## src/rtl/ias_pkg.sv

```systemverilog
// Shared definitions for the inc/dec/neg scan pipeline: op encodings and chain sizing.
package ias_pkg;

  typedef enum logic [1:0] {
    OP_PASS = 2'b00,
    OP_INC  = 2'b01,
    OP_DEC  = 2'b10,
    OP_NEG  = 2'b11
  } op_e;

  // Per-stage overhead on top of the data word: valid bit plus two op bits.
  localparam int STATE_EXTRA = 3;

  function automatic int scan_len(input int width, input int stages);
    return stages * (width + STATE_EXTRA);
  endfunction

endpackage

```

## src/rtl/ias_scan_stage.sv

```systemverilog
// W-bit register that either loads a parallel word or shifts one bit of the scan chain.
module ias_scan_stage #(
  parameter int W = 8
) (
  input  logic         clk,
  input  logic         clr,
  input  logic         sen,
  input  logic         ce,
  input  logic         sin,
  input  logic [W-1:0] d,
  output logic [W-1:0] q,
  output logic         sout
);

  // Shift moves toward the MSB so sin lands in bit 0 and the MSB leaves first.
  always_ff @(posedge clk or posedge clr) begin
    if (clr)     q <= '0;
    else if (ce) q <= sen ? {q[W-2:0], sin} : d;
  end

  assign sout = q[W-1];

endmodule

```

## src/rtl/ias_pipe_datapath.sv

```systemverilog
// Elastic valid/ready pipeline with a per-item op in stage 1; every state bit sits on one scan chain.
module ias_pipe_datapath
  import ias_pkg::*;
#(
  parameter int WIDTH  = 8,
  parameter int STAGES = 2,
  parameter int STEP   = 1,
  parameter int SAT    = 0
) (
  input  logic             clk,
  input  logic             reset,
  input  logic [WIDTH-1:0] data_in,
  input  logic [1:0]       op_in,
  input  logic             in_valid,
  output logic             in_ready,
  output logic [WIDTH-1:0] data_out,
  output logic             out_valid,
  input  logic             out_ready,
  input  logic             sin,
  output logic             sout,
  input  logic             sen,
  input  logic             scan_ce
);

  localparam int SW = WIDTH + STATE_EXTRA;
  localparam logic [WIDTH:0] STEP_X = (WIDTH+1)'(STEP);
  localparam logic [WIDTH:0] ONE_X  = {{WIDTH{1'b0}}, 1'b1};

  logic [STAGES-1:0][SW-1:0] s_d, s_q;
  logic [STAGES-1:0]         v, adv, ce;
  logic [STAGES:0]           chain;
  logic                      unused_op;

  // One extra bit of headroom exposes carry/borrow for the saturating clamp.
  function automatic logic [WIDTH-1:0] apply_op(input op_e op, input logic [WIDTH-1:0] d);
    logic [WIDTH:0] r;
    r = {1'b0, d};
    case (op)
      OP_INC: begin
        r = {1'b0, d} + STEP_X;
        if (SAT != 0 && r[WIDTH]) r = {1'b0, {WIDTH{1'b1}}};
      end
      OP_DEC: begin
        r = {1'b0, d} - STEP_X;
        if (SAT != 0 && r[WIDTH]) r = '0;
      end
      OP_NEG:  r = {1'b0, ~d} + ONE_X;
      default: r = {1'b0, d};
    endcase
    return r[WIDTH-1:0];
  endfunction

  // adv_k = !v_k | adv_{k+1}, unrolled so each bit depends only on valid bits and out_ready.
  always_comb begin
    for (int k = 0; k < STAGES; k++) begin
      v[k]   = s_q[k][SW-1];
      adv[k] = out_ready;
      for (int j = k; j < STAGES; j++)
        if (!s_q[j][SW-1]) adv[k] = 1'b1;
      ce[k]  = sen ? scan_ce : adv[k];
    end
  end

  always_comb begin
    s_d = '0;
    if (in_valid) s_d[0] = {1'b1, op_in, data_in};
    if (v[0])     s_d[1] = {1'b1, s_q[0][WIDTH +: 2],
                            apply_op(op_e'(s_q[0][WIDTH +: 2]), s_q[0][WIDTH-1:0])};
    for (int k = 2; k < STAGES; k++) s_d[k] = s_q[k-1];
  end

  assign chain[0] = sin;

  for (genvar k = 0; k < STAGES; k++) begin : g_stage
    ias_scan_stage #(.W(SW)) u_stage (
      .clk  (clk),
      .clr  (reset),
      .sen  (sen),
      .ce   (ce[k]),
      .sin  (chain[k]),
      .d    (s_d[k]),
      .q    (s_q[k]),
      .sout (chain[k+1])
    );
  end

  assign in_ready  = adv[0] & ~sen;
  assign out_valid = v[STAGES-1] & ~sen;
  assign data_out  = s_q[STAGES-1][WIDTH-1:0];
  assign sout      = chain[STAGES];

  // The last stage's op bits only travel the scan chain.
  assign unused_op = ^s_q[STAGES-1][WIDTH +: 2];

endmodule

```

## config.mk

```make
export PLATFORM = sky130hd
export DESIGN_NAME = ias_pipe_datapath
export DESIGN_NICKNAME = d
export VERILOG_FILES = /design/src/rtl/ias_pkg.sv /design/src/rtl/ias_scan_stage.sv /design/src/rtl/ias_pipe_datapath.sv
export SDC_FILE = /design/constraint.sdc
export NUM_CORES = 1
export LEC_CHECK = 0
export BUFFER_PORTS_ARGS = -buffer_cell sky130_fd_sc_hd__buf_4
export CORE_MARGIN = 2
export CORE_UTILIZATION = 35
export DETAILED_ROUTE_END_ITERATION = 12
export SYNTH_ARGS = -nofsm -noshare
export SYNTH_HDL_FRONTEND = slang
export SYNTH_SLANG_ARGS = --single-unit
```

## constraint.sdc

```tcl
create_clock -name clk -period 5.2 [get_ports clk]
set_input_delay 0.26 -clock clk [delete_from_list [all_inputs] [get_ports clk]]
set_output_delay 0.26 -clock clk [all_outputs]
set_load 0.05 [all_outputs]
```

Word-level counts from Yosys, hierarchy flattened
Cells that the tools add are included.
{"block": "op_classes", "n_eq_ne": 3, "mux": 10, "bitwise_logic": 4, "add_sub_neg": 3}
{"operator": "$mux W11", "count": 4}
{"operator": "$pmux W8 S3", "count": 1}
{"operator": "$add A8 B1 Y8 const B", "count": 2}
{"operator": "$not A8 Y8", "count": 1}
{"operator": "$sub A8 B1 Y8 const B", "count": 1}
{"operator": "$mux W1", "count": 5}
{"operator": "$eq A2 B2 Y1 const B", "count": 2}
{"operator": "$and A1 B1 Y1", "count": 2}
{"operator": "$eq A2 B1 Y1 const B", "count": 1}
{"operator": "$not A1 Y1", "count": 1}
{"block": "word_totals", "out_inout_bits": 11, "in_bits": 17, "reg_bits": 22}

Logic depth before layout (Yosys ltp)
{"block": "logic_depth", "ltp_word": 5, "mapped_depth": 7}

Modules after synthesis
From an unflattened synthesis, not the netlist that was laid out.
{"block": "hier_totals", "cells_unflattened": 193, "hier_area_um2": 1645.3}
{"module": "ias_scan_stage", "seq_area_each_um2": 275.3, "area_each_um2": 513.0, "cells_per_inst": 49, "n_inst": 2}
{"module": "ias_pipe_datapath", "seq_area_each_um2": 0.0, "area_each_um2": 619.3, "cells_per_inst": 95, "n_inst": 1}

Worst setup path after synthesis
OpenSTA, ideal clock, no wires.
{"block": "synth_path", "path_kind": "register -> output", "startpoint": "register g_stage[1].u_stage.q[10]", "endpoint": "output port in_ready", "path_slack_ns": 3.318, "t_arrival_ns": 1.622, "path_stages_with_launch": 3, "cell_sequence": "dfrtp_1 -> nor2b_1 -> a21oi_1"}
{"block": "synth_between", "elab_chain_len": 2}
{"element": "start, declared", "line": "ias_scan_stage.sv:11", "source": "output logic [W-1:0] q,"}
{"element": "start signal, assigned", "line": "ias_scan_stage.sv:18", "source": "else if (ce) q <= sen ? {q[W-2:0], sin} : d;"}
{"element": "$mux W1", "line": "ias_pipe_datapath.sv:59", "source": "if (!s_q[j][SW-1]) adv[k] = 1'b1;"}
{"element": "$and A1 B1 Y1", "line": "ias_pipe_datapath.sv:87", "source": "assign in_ready = adv[0] & ~sen;"}
{"element": "end, declared", "line": "ias_pipe_datapath.sv:15", "source": "output logic in_ready,"}
Every way passes these cells.

Worst setup path after layout
{"block": "layout_path", "startpoint": "register g_stage[1].u_stage.q[10]", "endpoint": "register g_stage[0].u_stage.q[0]"}
{"block": "layout_between", "elab_chain_len": 2}
{"element": "$mux W1", "line": "ias_pipe_datapath.sv:59"}
{"element": "$mux W1", "line": "ias_pipe_datapath.sv:60", "source": "ce[k] = sen ? scan_ce : adv[k];"}
{"element": "end signal, assigned", "line": "ias_scan_stage.sv:18"}
{"element": "end, declared", "line": "ias_scan_stage.sv:11"}
Every way passes these cells.
A chain may end at the register's enable or synchronous reset.

==> reports/results.ini <==
[status]
outcome = completed

[global_routing]
grt_util_all_layers_pct = 14.37
antenna_found_initial = 0
grt_pass1_vias = 1209
grt_pass1_wl_mm = 5.754
grt_max_degree = 35
overflow = 0

[yosys]
synth_xor_area_share_pct = 4.023
yosysTopAreaCell = dfrtp_1
netlist.area_leader.share_pct = 36.12
synth.avg_cell_area_um2 = 8.758
synth_top_family_by_area = compound AO/OA/AOI/OAI gates
yosysSeqAreaShare_pct = 36.12
synth-edff-count = 0
synth.area.top_cells = dfrtp_1 (36%), o21ai_0 (6.9%), buf_4 (5.9%), nand2_1 (5.2%), a21oi_1 (4.3%)
synth_fa_ha_area_share_pct = 0.8210
postSynthRegisterBits = 22
synth.area.mux_share_pct = 4.023
synth-async-reset-ratio_pct = 100.0
syn-cell-area_um2 = 1524
synthTopCellsByCount = dfrtp_1 (22), nand2_1 (21), o21ai_0 (21)
ys.warnings.count = 0
yosys.cell_count.top_type = dfrtp_1
synth.distinct_cells = 43
synth_compound_area_share_pct = 27.50
synth_flop_cell = dfrtp_1
syn-instance-count = 174
synthSimpleGateAreaFrac_pct = 14.29
syn_nets = 192

[detailed_routing]
wl_mm = 3.364
drtPass1Iterations = 4
drc = 0
vias = 1217
viasPerCell = 5.314
drt_iter0_markers = 64
antenna_left = 0
wire_per_inst_um = 14.69

[timing]
clock_skew_ns = 0.007625
fmax_mhz = 472.5
maxSlewViolCount = 0
tightestPinTransition_ns = 0.8491
timing.final.crit_share_pct = 40.70
finalHoldViolCount = 0
setup_tns_ns = 0
fin_crit_ns = 2.116
setup_violations = 0
rsz0062_at_grt = false
slew_headroom_pct = 41.78

[floorplanning]
row_count = 23
die_area_um2 = 4898
core_area_um2 = 4086
die_x_um = 69.99
die-height_um = 69.99
start_util_pct = 37.29
ioPinCount = 28

[clock_network]
root_buffer = clkbuf_8
cts_tree = built
h-tree-depth = 1
cts_made_buffers = 3
path_clk_slew_ns = 0.09
cts_hold_buf = 0
cts.sinks = 22
ctsResizeCount = 0
post_cts_buffers = 0
clockBufferDepth = 2
clk_latency_ns = 0.27

[worst_setup_path]
slowest_stage = mux2i_1
cpPeakStageDelay_ns = 0.65
startpoint_type = flop
worstPathArrival_ns = 2.31
end_kind = flop
crit_type = reg2reg
worst-path-buf-inv = 0
critical-path-top-delay-family = compound AO/OA/AOI/OAI gates
cp_cell_sequence = nand2b_1, mux2i_1, o21a_1, a221oi_1, a21oi_1
cp_max_fo = 20
cp.required_ns = 5.39

[placement]
port_buffers = 27
post-dp-hpwl_mm = 2.425
gp_congestion = 0.7726

[min_path]
min_path_type = in2async

[cells_and_area]
reg_top3 = g_stage.u_stage.q (22)
ff_latch_area_um2 = 550.5
fill_cells = 421
fin_nets = 198
synthToLayoutAreaGrowth_pct = 8.785
regMostFlops = g_stage.u_stage.q
multi_input_area_um2 = 772.0
diodes = 0
layout-drive-gt1-share_pct = 20.67
largest_register_ffs = 22

[pwr]
power.total_uw = 561.8
max-vdd-ir-drop_mv = 0.09595
leakagePower_uw = 0.0006948
power.density_nw_per_um2 = 338.9

[flow_run]
cap_violations = 0

==> path summary, 6_finish.rpt <==
kind | endpoint | depth (start not counted) | startpoint | slack, ns
setup / recovery | g_stage[0].u_stage.q[0] | 5 | g_stage[1].u_stage.q[10] | 3.08
hold / removal | g_stage[0].u_stage.q[4] | 2 | reset | 0.17
setup reg to reg | g_stage[0].u_stage.q[0] | 5 | g_stage[1].u_stage.q[10] | 3.08
hold reg to reg | g_stage[1].u_stage.q[9] | 2 | g_stage[1].u_stage.q[9] | 0.50
max in group asynchronous | g_stage[1].u_stage.q[4] | 2 | reset | 4.47
min in group clk | g_stage[0].u_stage.q[9] | 3 | op_in[1] | 0.28
==> cell type report <==
type,instances,area share [%]
well taps,50,3.774
flip-flops and latches,22,33.21
multi-input cells,122,46.57
inverters,4,0.9057
repair buffers,27,12.23
clock buffers,4,3.321
==> power by group <==
| group | leakage [µW] | switching (µW) | total (µW) | internal, µW |
|---|---|---|---|---|
| clock | 0.0000288 | 61.2 | 129 | 67.6 |
| combinational | 0.000383 | 113 | 188 | 75.4 |
| sequential | 0.000283 | 46.9 | 245 | 198 |
| total | 0.000695 | 221 | 562 | 341 |
==> cell usage in the layout, fill, tap and decap left out, types with 2 or more instances in the layout <==
cell type,synthesis,routed
a21o_1,2,2
a21oi_1,13,13
a221oi_1,3,3
a22oi_1,7,7
a31oi_1,2,2
a32oi_1,2,2
buf_4,12,27
clkbuf_8,0,4
dfrtp_1,22,22
inv_1,4,4
mux2i_1,5,5
nand2_1,21,21
nand2b_1,2,2
nand3_1,2,2
nand3b_1,2,2
nor2_1,5,5
nor2b_1,3,3
nor3_1,2,2
o211ai_1,2,2
o21a_1,3,3
o21ai_0,21,21
or3_1,2,2
xnor2_1,5,5
xor2_1,2,2
==> metal layers <==
layer / wire length [µm] / track usage [%] / vias to the layer above
li1: - / - / 626
met1: 1560 / 18.25 / 565
met2: 1635 / 24.34 / 24
met3: 152 / 3.030 / 2
met4: 15 / 4.487 / 0
met5: 0 / 0 / -
==> cells by family (layout without fill, tap and decap cells) <==
logic type	Yosys count	count (layout)
AOI/OAI and AO/OA	64	64
and+or+nand+nor	44	44
buffers and inverters	30	35
DFF	22	22
xor gates and xnor gates	7	7
muxes	6	6
adders and majority gates	1	1
==> metrics by stage <==
step / util (%) / instances / instance area (µm²) / hold slack, ns / worst slack (ns)
3_3_place_gp: 39.22 / 225 / 1603 / 0.4672 / 2.983
2_1_floorplan: - / 174 / 1524 / 0.2492 / 3.318
4_1_cts: 40.57 / 229 / 1658 / 0.2137 / 3.064
6_report: 40.57 / 229 / 1658 / 0.1725 / 3.084
3_5_place_dp: 39.22 / 225 / 1603 / 0.4889 / 2.869
5_1_grt: 40.57 / 229 / 1658 / 0.2459 / 2.827
Power figures use the tool's default switching activity.
